**src/rtl/noc_local_inject_scheduler_if.sv**
```systemverilog
// Client-side and router-side signals of the local injection scheduler.
//   cli_valid_i/cli_data_i/cli_addr_i/cli_ready_o : per-client flit handshake, packed by client
//   inj_valid_o/inj_data_o/inj_addr_o/inj_ready_i : single flit stream into the router local port
//   grant_o / busy_o                              : current owner (one-hot) and SERVE indication
// slave  : the scheduler
// master : the environment (clients + router)
interface noc_local_inject_scheduler_if #(
  parameter int unsigned NUM_CLIENTS = 4,
  parameter int unsigned DATA_WIDTH  = 32,
  parameter int unsigned ADDR_WIDTH  = 8
);
  logic [NUM_CLIENTS-1:0]            cli_valid_i;
  logic [NUM_CLIENTS*DATA_WIDTH-1:0] cli_data_i;
  logic [NUM_CLIENTS*ADDR_WIDTH-1:0] cli_addr_i;
  logic [NUM_CLIENTS-1:0]            cli_ready_o;
  logic                              inj_valid_o;
  logic [DATA_WIDTH-1:0]             inj_data_o;
  logic [ADDR_WIDTH-1:0]             inj_addr_o;
  logic                              inj_ready_i;
  logic [NUM_CLIENTS-1:0]            grant_o;
  logic                              busy_o;

  modport slave (
    input  cli_valid_i, cli_data_i, cli_addr_i, inj_ready_i,
    output cli_ready_o, inj_valid_o, inj_data_o, inj_addr_o, grant_o, busy_o
  );

  modport master (
    output cli_valid_i, cli_data_i, cli_addr_i, inj_ready_i,
    input  cli_ready_o, inj_valid_o, inj_data_o, inj_addr_o, grant_o, busy_o
  );
endinterface

```
**src/rtl/noc_local_inject_scheduler.sv**
```systemverilog
// Round-robin injection scheduler sharing one router local input port among NUM_CLIENTS
// requesters. One client owns the port at a time and may push up to MAX_BURST flits into a
// one-entry output register before ownership rotates.
//   clk, rst_n : clock, asynchronous active-low reset
//   bus        : noc_local_inject_scheduler_if.slave (client handshakes, injection stream,
//                grant_o one-hot owner, busy_o high while serving)
module noc_local_inject_scheduler #(
  parameter int unsigned NUM_CLIENTS = 4,
  parameter int unsigned DATA_WIDTH  = 32,
  parameter int unsigned ADDR_WIDTH  = 8,
  parameter int unsigned MAX_BURST   = 4
) (
  input logic                       clk,
  input logic                       rst_n,
  noc_local_inject_scheduler_if.slave bus
);

  localparam int unsigned IdxW = (NUM_CLIENTS > 1) ? $clog2(NUM_CLIENTS) : 1;
  localparam int unsigned CntW = $clog2(MAX_BURST + 1);

  typedef enum logic [0:0] {StIdle, StServe} state_e;

  state_e                state_q, state_d;
  logic [IdxW-1:0]       owner_q, owner_d;
  logic [IdxW-1:0]       rr_ptr_q, rr_ptr_d;
  logic [CntW-1:0]       burst_cnt_q, burst_cnt_d;
  logic                  inj_valid_q, inj_valid_d;
  logic [DATA_WIDTH-1:0] inj_data_q, inj_data_d;
  logic [ADDR_WIDTH-1:0] inj_addr_q, inj_addr_d;

  logic [DATA_WIDTH-1:0]  cli_data [NUM_CLIENTS];
  logic [ADDR_WIDTH-1:0]  cli_addr [NUM_CLIENTS];
  logic [NUM_CLIENTS-1:0] cli_ready;
  logic [NUM_CLIENTS-1:0] grant;
  logic                   slot_free;
  logic                   owner_valid;
  logic                   accept;
  logic                   last_beat;
  logic                   pick_found;
  logic [IdxW-1:0]        pick_idx;
  logic [IdxW-1:0]        owner_next;

  for (genvar c = 0; c < NUM_CLIENTS; c++) begin : g_unpack
    assign cli_data[c] = bus.cli_data_i[c*DATA_WIDTH +: DATA_WIDTH];
    assign cli_addr[c] = bus.cli_addr_i[c*ADDR_WIDTH +: ADDR_WIDTH];
  end

  // Output slot can take a new flit if empty or emptying this cycle.
  assign slot_free   = !inj_valid_q || bus.inj_ready_i;
  assign owner_valid = bus.cli_valid_i[owner_q];
  assign accept      = (state_q == StServe) && owner_valid && slot_free;
  // This accept brings the burst count up to MAX_BURST.
  assign last_beat   = (burst_cnt_q == CntW'(MAX_BURST - 1));
  assign owner_next  = IdxW'((32'(owner_q) + 32'd1) % NUM_CLIENTS);

  // First requester scanning circularly from rr_ptr.
  always_comb begin
    pick_found = 1'b0;
    pick_idx   = '0;
    for (int unsigned i = 0; i < NUM_CLIENTS; i++) begin
      if (!pick_found && bus.cli_valid_i[IdxW'((32'(rr_ptr_q) + i) % NUM_CLIENTS)]) begin
        pick_found = 1'b1;
        pick_idx   = IdxW'((32'(rr_ptr_q) + i) % NUM_CLIENTS);
      end
    end
  end

  always_comb begin
    state_d     = state_q;
    owner_d     = owner_q;
    rr_ptr_d    = rr_ptr_q;
    burst_cnt_d = burst_cnt_q;
    inj_valid_d = inj_valid_q;
    inj_data_d  = inj_data_q;
    inj_addr_d  = inj_addr_q;
    cli_ready   = '0;

    // Drain happens in any state; a same-cycle load below overrides it.
    if (inj_valid_q && bus.inj_ready_i) begin
      inj_valid_d = 1'b0;
    end

    case (state_q)
      StIdle: begin
        if (pick_found) begin
          state_d     = StServe;
          owner_d     = pick_idx;
          burst_cnt_d = '0;
        end
      end
      StServe: begin
        cli_ready[owner_q] = slot_free;
        if (accept) begin
          inj_valid_d = 1'b1;
          inj_data_d  = cli_data[owner_q];
          inj_addr_d  = cli_addr[owner_q];
          burst_cnt_d = burst_cnt_q + 1'b1;
          if (last_beat) begin
            state_d  = StIdle;
            rr_ptr_d = owner_next;
          end
        end else if (!owner_valid) begin
          // Owner has nothing more to send: give up the port.
          state_d  = StIdle;
          rr_ptr_d = owner_next;
        end
      end
      default: begin
        state_d = StIdle;
      end
    endcase
  end

  always_comb begin
    grant = '0;
    if (state_q == StServe) begin
      grant[owner_q] = 1'b1;
    end
  end

  always_ff @(posedge clk or negedge rst_n) begin
    if (!rst_n) begin
      state_q     <= StIdle;
      owner_q     <= '0;
      rr_ptr_q    <= '0;
      burst_cnt_q <= '0;
      inj_valid_q <= 1'b0;
      inj_data_q  <= '0;
      inj_addr_q  <= '0;
    end else begin
      state_q     <= state_d;
      owner_q     <= owner_d;
      rr_ptr_q    <= rr_ptr_d;
      burst_cnt_q <= burst_cnt_d;
      inj_valid_q <= inj_valid_d;
      inj_data_q  <= inj_data_d;
      inj_addr_q  <= inj_addr_d;
    end
  end

  assign bus.cli_ready_o = cli_ready;
  assign bus.inj_valid_o = inj_valid_q;
  assign bus.inj_data_o  = inj_data_q;
  assign bus.inj_addr_o  = inj_addr_q;
  assign bus.grant_o     = grant;
  assign bus.busy_o      = (state_q == StServe);

endmodule

```
**src/flat_wrapper.sv**
```systemverilog
// flat-port wrapper written by rule: the top's interface ports become plain ports
module noc_local_inject_scheduler_flat 
#(
  parameter int unsigned NUM_CLIENTS = 4,
  parameter int unsigned DATA_WIDTH  = 32,
  parameter int unsigned ADDR_WIDTH  = 8,
  parameter int unsigned MAX_BURST   = 4
)
  (clk, rst_n, bus_cli_valid_i, bus_cli_data_i, bus_cli_addr_i, bus_inj_ready_i, bus_cli_ready_o, bus_inj_valid_o, bus_inj_data_o, bus_inj_addr_o, bus_grant_o, bus_busy_o);
  noc_local_inject_scheduler_if #(.NUM_CLIENTS(NUM_CLIENTS), .DATA_WIDTH(DATA_WIDTH), .ADDR_WIDTH(ADDR_WIDTH)) bus_i ();
  input logic clk;
  input logic rst_n;
  input wire logic [$bits(bus_i.cli_valid_i)-1:0] bus_cli_valid_i;
  input wire logic [$bits(bus_i.cli_data_i)-1:0] bus_cli_data_i;
  input wire logic [$bits(bus_i.cli_addr_i)-1:0] bus_cli_addr_i;
  input wire logic [$bits(bus_i.inj_ready_i)-1:0] bus_inj_ready_i;
  output wire logic [$bits(bus_i.cli_ready_o)-1:0] bus_cli_ready_o;
  output wire logic [$bits(bus_i.inj_valid_o)-1:0] bus_inj_valid_o;
  output wire logic [$bits(bus_i.inj_data_o)-1:0] bus_inj_data_o;
  output wire logic [$bits(bus_i.inj_addr_o)-1:0] bus_inj_addr_o;
  output wire logic [$bits(bus_i.grant_o)-1:0] bus_grant_o;
  output wire logic [$bits(bus_i.busy_o)-1:0] bus_busy_o;
  assign bus_i.cli_valid_i = bus_cli_valid_i;
  assign bus_i.cli_data_i = bus_cli_data_i;
  assign bus_i.cli_addr_i = bus_cli_addr_i;
  assign bus_i.inj_ready_i = bus_inj_ready_i;
  assign bus_cli_ready_o = bus_i.cli_ready_o;
  assign bus_inj_valid_o = bus_i.inj_valid_o;
  assign bus_inj_data_o = bus_i.inj_data_o;
  assign bus_inj_addr_o = bus_i.inj_addr_o;
  assign bus_grant_o = bus_i.grant_o;
  assign bus_busy_o = bus_i.busy_o;
  noc_local_inject_scheduler #(.NUM_CLIENTS(NUM_CLIENTS), .DATA_WIDTH(DATA_WIDTH), .ADDR_WIDTH(ADDR_WIDTH), .MAX_BURST(MAX_BURST)) u_core (.clk(clk), .rst_n(rst_n), .bus(bus_i));
endmodule
```
**config.mk**
```make
export PLATFORM = sky130hd
export DESIGN_NAME = noc_local_inject_scheduler_flat
export DESIGN_NICKNAME = d
export VERILOG_FILES = /design/src/rtl/noc_local_inject_scheduler_if.sv /design/src/rtl/noc_local_inject_scheduler.sv /design/src/flat_wrapper.sv
export SDC_FILE = /design/constraint.sdc
export NUM_CORES = 1
export LEC_CHECK = 0
export CAP_MARGIN = 20
export CELL_PAD_IN_SITES_DETAIL_PLACEMENT = 1
export CELL_PAD_IN_SITES_GLOBAL_PLACEMENT = 1
export CORE_MARGIN = 8
export CORE_UTILIZATION = 30
export CTS_CLUSTER_SIZE = 25
export DETAILED_ROUTE_END_ITERATION = 10
export MAX_ROUTING_LAYER = met4
export PLACE_DENSITY = 0.95
export SLEW_MARGIN = 20
export SYNTH_ARGS = -nofsm -noshare
export SYNTH_HDL_FRONTEND = slang
export SYNTH_SLANG_ARGS = --single-unit
```
**constraint.sdc**
```tcl
create_clock -name clk -period 4.15 [get_ports clk]
set_clock_uncertainty 0.15 [all_clocks]
set_input_delay 0.83 -clock clk [delete_from_list [all_inputs] [get_ports clk]]
set_output_delay 0.83 -clock clk [all_outputs]
set_load 0.01 [all_outputs]
```
Word level (Yosys, flattened, before mapping)
Index checks and enable logic that the tools add are counted.
{"block": "op_classes", "addsub": 5, "order_cmp": 7, "eq_ne": 5, "muxes": 42, "bitwise": 3, "n_reduce_logical": 16}
{"op": "binary-select mux 32 bit (select 2 bit)", "n": 1}
{"op": "two-way mux 32 bit", "n": 2}
{"op": "two-way mux 1 bit", "n": 17}
{"op": "binary-select mux 8 bit (select 2 bit)", "n": 1}
{"op": "two-way mux 8 bit", "n": 2}
{"op": "less-than comparator 2 x 3 -> 1 bit (second input constant)", "n": 5}
{"op": "two-way mux 2 bit", "n": 7}
{"op": "binary-select mux 1 bit (select 2 bit)", "n": 5}
{"op": "two-way mux 4 bit", "n": 2}
{"op": "logical AND 1 bit", "n": 7}
{"op": "two-way mux 3 bit", "n": 2}
{"op": "inequality test 2 bit (second input constant)", "n": 3}
{"op": "one-hot mux 3 bit (2 select lines)", "n": 1}
{"op": "AND reduction 2 bit", "n": 3}
{"op": "adder 2 x 1 -> 2 bit (second input constant)", "n": 2}
{"op": "adder 2 bit (second input constant)", "n": 2}
{"op": "bitwise AND 4 bit", "n": 1}
{"op": "logical NOT 1 bit", "n": 4}
{"op": "adder 3 x 1 -> 3 bit (second input constant)", "n": 1}
{"op": "== test 3 x 2 -> 1 bit (second input constant)", "n": 1}
{"op": "greater-or-equal comparator 3 bit (second input constant)", "n": 1}
{"op": "NOT 2 -> 3 bit", "n": 1}
{"op": "AND reduction 3 bit", "n": 1}
{"op": "demux 1 bit (select 2 bit)", "n": 1}
{"op": "other kinds (5)", "n": 5}
{"block": "totals", "ff_bits": 49, "out_inout_bits": 50, "word_cells": 85}

Longest topological paths before layout
Gate-level depths: netlist of run 1.
{"block": "logic_depth", "word_depth": 14, "depth_mapped": 6, "ltp_nobuf": 5}

Worst setup path after synthesis of run 1
Ideal clock, no wire load.
{"block": "synth_timing", "path_kind": "reg2out", "startpoint": "register u_core.owner_q[0]", "endpoint": "output port bus_cli_ready_o[0]", "t_arrival_ns": 1.395, "setup_slack_ns": 1.775, "stages_incl_launch_ff": 7, "n_path_buf": 2, "path_cell_list": "dfrtp_1 > buf_6 > buf_2 > inv_1 > ha_1 > and2_1 > and2_1"}
{"block": "synth_via", "elab_chain_cells": 6}
{"item": "start: declaration", "line": "noc_local_inject_scheduler.sv:24", "rtl": "logic [IdxW-1:0] owner_q, owner_d;"}
{"item": "start signal: assignment", "line": "noc_local_inject_scheduler.sv:132", "rtl": "owner_q <= owner_d;"}
{"item": "less-than comparator 2 x 3 -> 1 bit (implied by the code) or greater-or-equal comparator 2 x 1 -> 1 bit (tied branches)", "line": "noc_local_inject_scheduler.sv:92", "rtl": "cli_ready[owner_q] = slot_free;"}
{"item": "logical AND 1 bit (implied by the code)", "line": "noc_local_inject_scheduler.sv:92"}
{"item": "two-way mux 1 bit (implied by the code)", "line": "noc_local_inject_scheduler.sv:92"}
{"item": "demux 1 bit (select 2 bit) (*)"}
{"item": "bitwise AND 4 bit (no line) (*)"}
{"item": "two-way mux 4 bit (*)", "line": "noc_local_inject_scheduler.sv:83", "rtl": "case (state_q)"}
{"item": "end: declaration", "line": "flat_wrapper.sv:17", "rtl": "output wire logic [$bits(bus_i.cli_ready_o)-1:0] bus_cli_ready_o;"}
Every way passes the cells marked *; elsewhere a longest branch is shown, timed or not.

Final worst setup path of run 1
{"block": "layout_timing", "startpoint": "input port bus_inj_ready_i", "endpoint": "output port bus_cli_ready_o[2]"}
{"block": "layout_via", "elab_chain_cells": 3}
{"item": "start: declaration", "line": "flat_wrapper.sv:16", "rtl": "input wire logic [$bits(bus_i.inj_ready_i)-1:0] bus_inj_ready_i;"}
{"item": "logical OR 1 bit", "line": "noc_local_inject_scheduler.sv:49", "rtl": "assign slot_free = !inj_valid_q || bus.inj_ready_i;"}
{"item": "bitwise AND 4 bit (no line)"}
{"item": "two-way mux 4 bit", "line": "noc_local_inject_scheduler.sv:83"}
Every way passes these cells.

==> run_results.csv, run 1 <==
group,metric,value,unit
cts,clock_latency,0.30,ns
finish,fillers,1092,
pwr,power.leakage,2.31,nW
worst_hold_path,hold_path.startpoint,"u_core.bus.inj_data_o[23]",
timing,whs,0.351,ns
floorplan,core-area,10700,um2
cts,htree_levels,2,
finish,synthToLayoutAreaGrowth,72.5,%
cts,clock_tree.buffer_depth,2,
worst_hold_path,hold_class,"reg -> reg",
synthesis,ys.flop_type,"dfrtp_1",
finish,final_nets,589,
setup_path,cpLargestDelayFamily,"buffers and inverters",
timing,timing.fmax,308,MHz
floorplan,floorplan.initialDensity,30.3,%
setup_path,path_class,"in -> out",
global_routing,antenna_found_initial,0,
setup_path,timing.rr.start,"u_core.owner_q[1]",
synthesis,synth_area,3260,um2
finish,fin_area,5620,um2
timing,setup-violations-final,0,
floorplan,ios,217,
synthesis,ys_ff_latch,49,
timing,fin_setup_tns,0,ns
synthesis,synthTopCellsByArea,"dfrtp_1 (38%), mux4_2 (25%), mux2_4 (17%)",
timing,rsz0062_at_grt,"false",
setup_path,slowest_delay,0.55,ns
finish,antennaDiodeCount,0,
pwr,peakVddDrop,0.283,mV
detailed_routing,wl,13000,um
cts,hold_buffers,0,
synthesis,synth_area_per_cell,16.1,um2
timing,maxSlewViolCount,0,
global_routing,grt_pass1_wl,19400,um
timing,min_period,3.24,ns
synthesis,synth_top_area_cell,"dfrtp_1",
synthesis,synth.top_cell.area_share,37.6,%
finish,fin_util,52.3,%
cts,cts_setup_buffers,0,
timing,post-route-period-util,78.2,%
global_routing,grt_pass1_vias,3266,
finish,seqCellArea,1230,um2
synthesis,ys_types,29,
global_routing,grt_max_degree,50,
place,gp_congestion,0.873,
floorplan,fp.dieW,120,um
setup_path,crit_fanout,7,
pwr,powerDensity,628,nW/um2
place,hpwl,10800,um
finish,drive_gt1_share,22.5,%
floorplan,die-area,14500,um2
global_routing,gr-total-overflow,0,
place,port_buffers,216,
global_routing,grt_use_total,18.0,%
finish,multi_input_area,1900,um2
timing,relSlewSlack,54.7,%
setup_path,crit_path_top_delay_cell,"clkdlybuf4s50_1",
detailed_routing,initialDrtViolationCount,112,
cts,cts_root_buffer,"clkbuf_8",
job,max-cap-violations,0,
detailed_routing,drc,0,
timing,worst_pin_slew,0.672,ns
synthesis,netlist_top_cells_count,"dfrtp_1 (49), mux2_4 (37), mux4_2 (36)",
pwr,fin_total_pwr,0.00353,W
synthesis,synth-edff-count,0,
cts,cts_buffers,5,
cts,cts.sinks,49,
setup_path,arrival,2.26,ns
synthesis,syn_nets,376,
synthesis,ys_seq_area_share,37.6,%
synthesis,syn_inst,203,
detailed_routing,vias,2756,
setup_path,worstPathRequired,3.17,ns
synthesis,yosys_warnings,0,
synthesis,yosysMostFrequentCell,"dfrtp_1",
detailed_routing,wire_per_inst,23.3,um
setup_path,worstPathCellList,"clkdlybuf4s50_1 -> nand2b_1 -> and2_1 -> clkdlybuf4s50_1",
setup_path,crit_path_start_kind,"primary input",
setup_path,critPathMostFrequentCell,"clkdlybuf4s50_1",
place,dpl-instance-area,5530,um2
setup_path,cp-end-kind,"output port",
cts,tritoncts,"built",
detailed_routing,dr.pass1.iters,4,
synthesis,async_flop_share,100,%
cts,cts_resized,0,
cts,clkSlewWorstSetupHoldPaths,0.10,ns
detailed_routing,ant_nets,0,
setup_path,crit_start,"bus_inj_ready_i",
setup_path,cp_num_buf_inv,2,
floorplan,std_cell_rows,38,
floorplan,fp.dieH,120,um
run_status,outcome,"completed",
timing,final-hold-violation-count,0,
detailed_routing,vias_per_cell,4.95,
==> logic make-up after synthesis <==
family,count (synthesis),synth area share [%]
AND/OR/NAND/NOR,22,3.61
adder cells (fa/ha/maj),6,2.30
flip-flops,49,37.6
buffers and inverters,23,4.03
multiplexers,88,48.8
AO/OA/AOI/OAI,15,3.68
==> final timing paths <==
check | endpoint | slack, ns | cells past startpoint
setup / recovery | bus_cli_ready_o[2] | 0.91 | 4
min in group asynchronous | u_core.bus.inj_data_o[30] | 0.39 | 1
setup reg to reg | u_core.bus.inj_data_o[24] | 1.53 | 6
max in group asynchronous | u_core.owner_q[0] | 2.98 | 1
hold / removal | u_core.bus.inj_data_o[23] | 0.35 | 1
hold reg to reg | u_core.bus.inj_data_o[23] | 0.35 | 1
==> sequential cells by signal, summed over array words and instances (netlist names) <==
register,count
u_core.owner_q,2
u_core.bus.inj_valid_o,1
u_core.rr_ptr_q,2
u_core.burst_cnt_q,3
u_core.bus.busy_o,1
u_core.bus.inj_addr_o,8
u_core.bus.inj_data_o,32
==> cells in the final DEF (no fill, tap or decap), drive strengths merged <==
cell type	instances
and3	2
buf	6
a311oi	1
o21ai	4
and2	9
dfrtp	49
inv	9
nand2b	2
clkbuf	5
mux2i	7
clkinv	1
o22ai	1
mux2	41
nand2	8
o41ai	1
o2bb2ai	2
nor2	1
o31ai	1
a21oi	3
a22oi	1
clkinvlp	1
mux4	40
ha	6
o22a	1
clkdlybuf4s50	215
==> per-layer routing <==
layer | global-route usage (%) | vias up | part of all wire (%)
met1 | 18.6 | 1393 | 36
li1 | - | 1223 | -
met5 | - | - | 0
met4 | 3.04 | 0 | 1.3
met3 | 4.66 | 13 | 7.0
met2 | 33.8 | 127 | 55
==> final cells by class <==
type | instances | area share, %
clock inverter | 3 | 0.378
timing repair buffer | 221 | 39.1
tap | 140 | 3.11
sequential | 49 | 21.8
multi-input combinational | 131 | 33.8
clock buffer | 5 | 1.22
inverter | 8 | 0.534
==> metrics by stage <==
step / std cells / setup WS [ns]
floorplan: 203 / 1.77
global placement: 549 / 1.00
detailed placement: 549 / 0.904
CTS: 557 / 0.897
global route: 557 / 0.815
finish: 557 / 0.906
==> worst register-to-register path: stages, from the launching register on <==
cell	delay, ns
dfrtp_2	0.69
buf_4	0.46
nand2b_1	0.22
o22ai_2	0.08
nand2_2	0.10
buf_4	0.42
mux2_1	0.38
==> power breakdown <==
part           switching (W)  total [W]  internal, W
clock               0.000175   0.000295     0.000120
combinational       0.000865    0.00230      0.00143
sequential          0.000211   0.000940     0.000729
Note: power is estimated with default switching activity, not from simulation.
==> run 2: changes to the inputs <==
- CORE_UTILIZATION: 30 -> 27
- PLACE_DENSITY: 0.95 -> 0.89
- clock period: 4.15 -> 3.3 ns (I/O delays scaled with it)
==> run_results.csv, run 2 (synthesis gave the netlist of run 1 again) <==
group,metric,value,unit
setup_path,crit_path_start_kind,"primary input",
setup_path,cpLargestDelayFamily,"buffers and inverters",
detailed_routing,drc,0,
global_routing,antenna_found_initial,0,
worst_hold_path,hold_class,"in -> async",
timing,final-hold-violation-count,0,
timing,worst_pin_slew,0.862,ns
timing,relSlewSlack,42.5,%
floorplan,std_cell_rows,40,
setup_path,timing.rr.start,"u_core.owner_q[0]",
finish,multi_input_area,1900,um2
setup_path,crit_path_top_delay_cell,"clkdlybuf4s50_1",
finish,synthToLayoutAreaGrowth,75.1,%
floorplan,die-area,15800,um2
cts,cts_root_buffer,"clkbuf_16",
setup_path,path_class,"in -> out",
finish,fillers,1219,
setup_path,crit_cells,4,
floorplan,floorplan.initialDensity,27.4,%
finish,drive_gt1_share,22.5,%
job,max-cap-violations,0,
timing,setup-violations-final,0,
pwr,powerDensity,804,nW/um2
global_routing,grt_max_degree,44,
place,port_buffers,216,
setup_path,worstPathRequired,2.49,ns
detailed_routing,dr.pass1.iters,6,
finish,stdcell_count,564,
timing,timing.fmax,345,MHz
finish,most-common-layout-cells,"clkdlybuf4s50_1 (215), dfrtp_1 (47), mux2_4 (37)",
floorplan,ios,217,
detailed_routing,ant_nets,0,
global_routing,grt_pass1_vias,3310,
timing,maxSlewViolCount,0,
timing,whs,0.340,ns
place,post-place-cells,556,
setup_path,cp-end-kind,"output port",
setup_path,worstPathCellList,"clkdlybuf4s50_1 -> nand2b_1 -> and2_1 -> clkdlybuf4s50_1",
finish,antennaDiodeCount,0,
setup_path,critPathMostFrequentCell,"clkdlybuf4s50_1",
cts,tritoncts,"built",
cts,cts_resized,0,
cts,cts.sinks,49,
floorplan,core-area,11900,um2
timing,fin_setup_tns,0,ns
global_routing,grt_pass1_wl,18900,um
pwr,peakVddDrop,0.353,mV
floorplan,fp.dieH,126,um
cts,cts_setup_buffers,0,
cts,hold_buffers,0,
finish,largest_reg_flops,32,
place,gp_congestion,0.819,
detailed_routing,vias_per_cell,4.87,
timing,rsz0062_at_grt,"false",
timing,min_period,2.90,ns
cts,htree_levels,2,
cts,clkSlewWorstSetupHoldPaths,0.06,ns
place,dp_slack,0.398,ns
setup_path,reg2reg_depth,6,
finish,final_nets,589,
cts,clock_latency,0.29,ns
finish,layout_commonest_cell,"clkdlybuf4s50_1",
place,hpwl,10000,um
run_status,outcome,"completed",
floorplan,fp.dieW,126,um
setup_path,arrival,2.09,ns
detailed_routing,initialDrtViolationCount,78,
setup_path,crit_fanout,7,
timing,fin_ws,0.398,ns
timing,post-route-period-util,87.9,%
global_routing,gr-total-overflow,0,
finish,seqCellArea,1230,um2
detailed_routing,wl,12200,um
global_routing,grt_use_total,15.5,%
detailed_routing,vias,2744,
detailed_routing,wire_per_inst,21.6,um
pwr,power.leakage,2.35,nW
cts,clock_tree.buffer_depth,2,
pwr,fin_total_pwr,0.00459,W
cts,cts_buffers,5,
setup_path,cp_num_buf_inv,2,
setup_path,slowest_delay,0.56,ns
setup_path,crit_start,"bus_inj_ready_i",
==> run 2: changes by cell type in the layout (fill, tap and decap cells not counted), sizes merged <==
cell,delta
inv,-1
clkinvlp,-1
clkbuf,+2
==> run 2: metrics by stage <==
stage | instance area, um2 | utilization, %
global placement | 5550 | 46.6
finish | 5710 | 47.9
CTS | 5710 | 47.9
detailed placement | 5550 | 46.6
global route | 5710 | 47.9
floorplan | 3260 | -
==> run 2: final cells by class <==
cell class	instances	area share [%]
multi-input combinational	131	33.3
clock inverter	1	0.0876
inverter	8	0.526
tap	147	3.22
clock buffer	7	2.67
timing repair buffer	221	38.7
sequential	49	21.5
==> run 2: final timing paths <==
check / slack (ns) / end
worst min-delay path: 0.34 / u_core.bus.inj_data_o[1]
max in group asynchronous: 1.92 / u_core.owner_q[1]
worst max-delay path: 0.40 / bus_cli_ready_o[3]
min in group clk: 0.35 / u_core.burst_cnt_q[0]
worst min register to register: 0.35 / u_core.burst_cnt_q[0]
worst max register to register: 0.82 / u_core.bus.inj_data_o[22]
==> run 2: worst reg2reg max path, stage by stage, from the launching register on <==
cell,delay [ns]
dfrtp_2,0.42
buf_4,0.43
mux2i_2,0.40
o22ai_2,0.14
nand2_2,0.11
buf_12,0.29
mux2_1,0.43
==> run 2: power breakdown <==
part / switching [W] / internal (W) / leakage (nW)
registers: 0.000242 / 0.000920 / 0.580
clock network: 0.000225 / 0.000322 / 0.0799
logic: 0.00107 / 0.00181 / 1.69
total: 0.00154 / 0.00305 / 2.35
==> run 2: layer usage <==
layer	track usage, %	share of wire (%)	up-vias
li1	-	-	1218
met1	16.9	41	1394
met2	28.4	54	127
met3	3.38	5.3	5
met4	2.76	0.43	0
met5	-	0	-
==> run 3: changes to the inputs <==
- CTS_CLUSTER_DIAMETER: unset -> 40
==> results of run 3 <==
No change in the layout: final DEF, timing and power equal those of run 2.
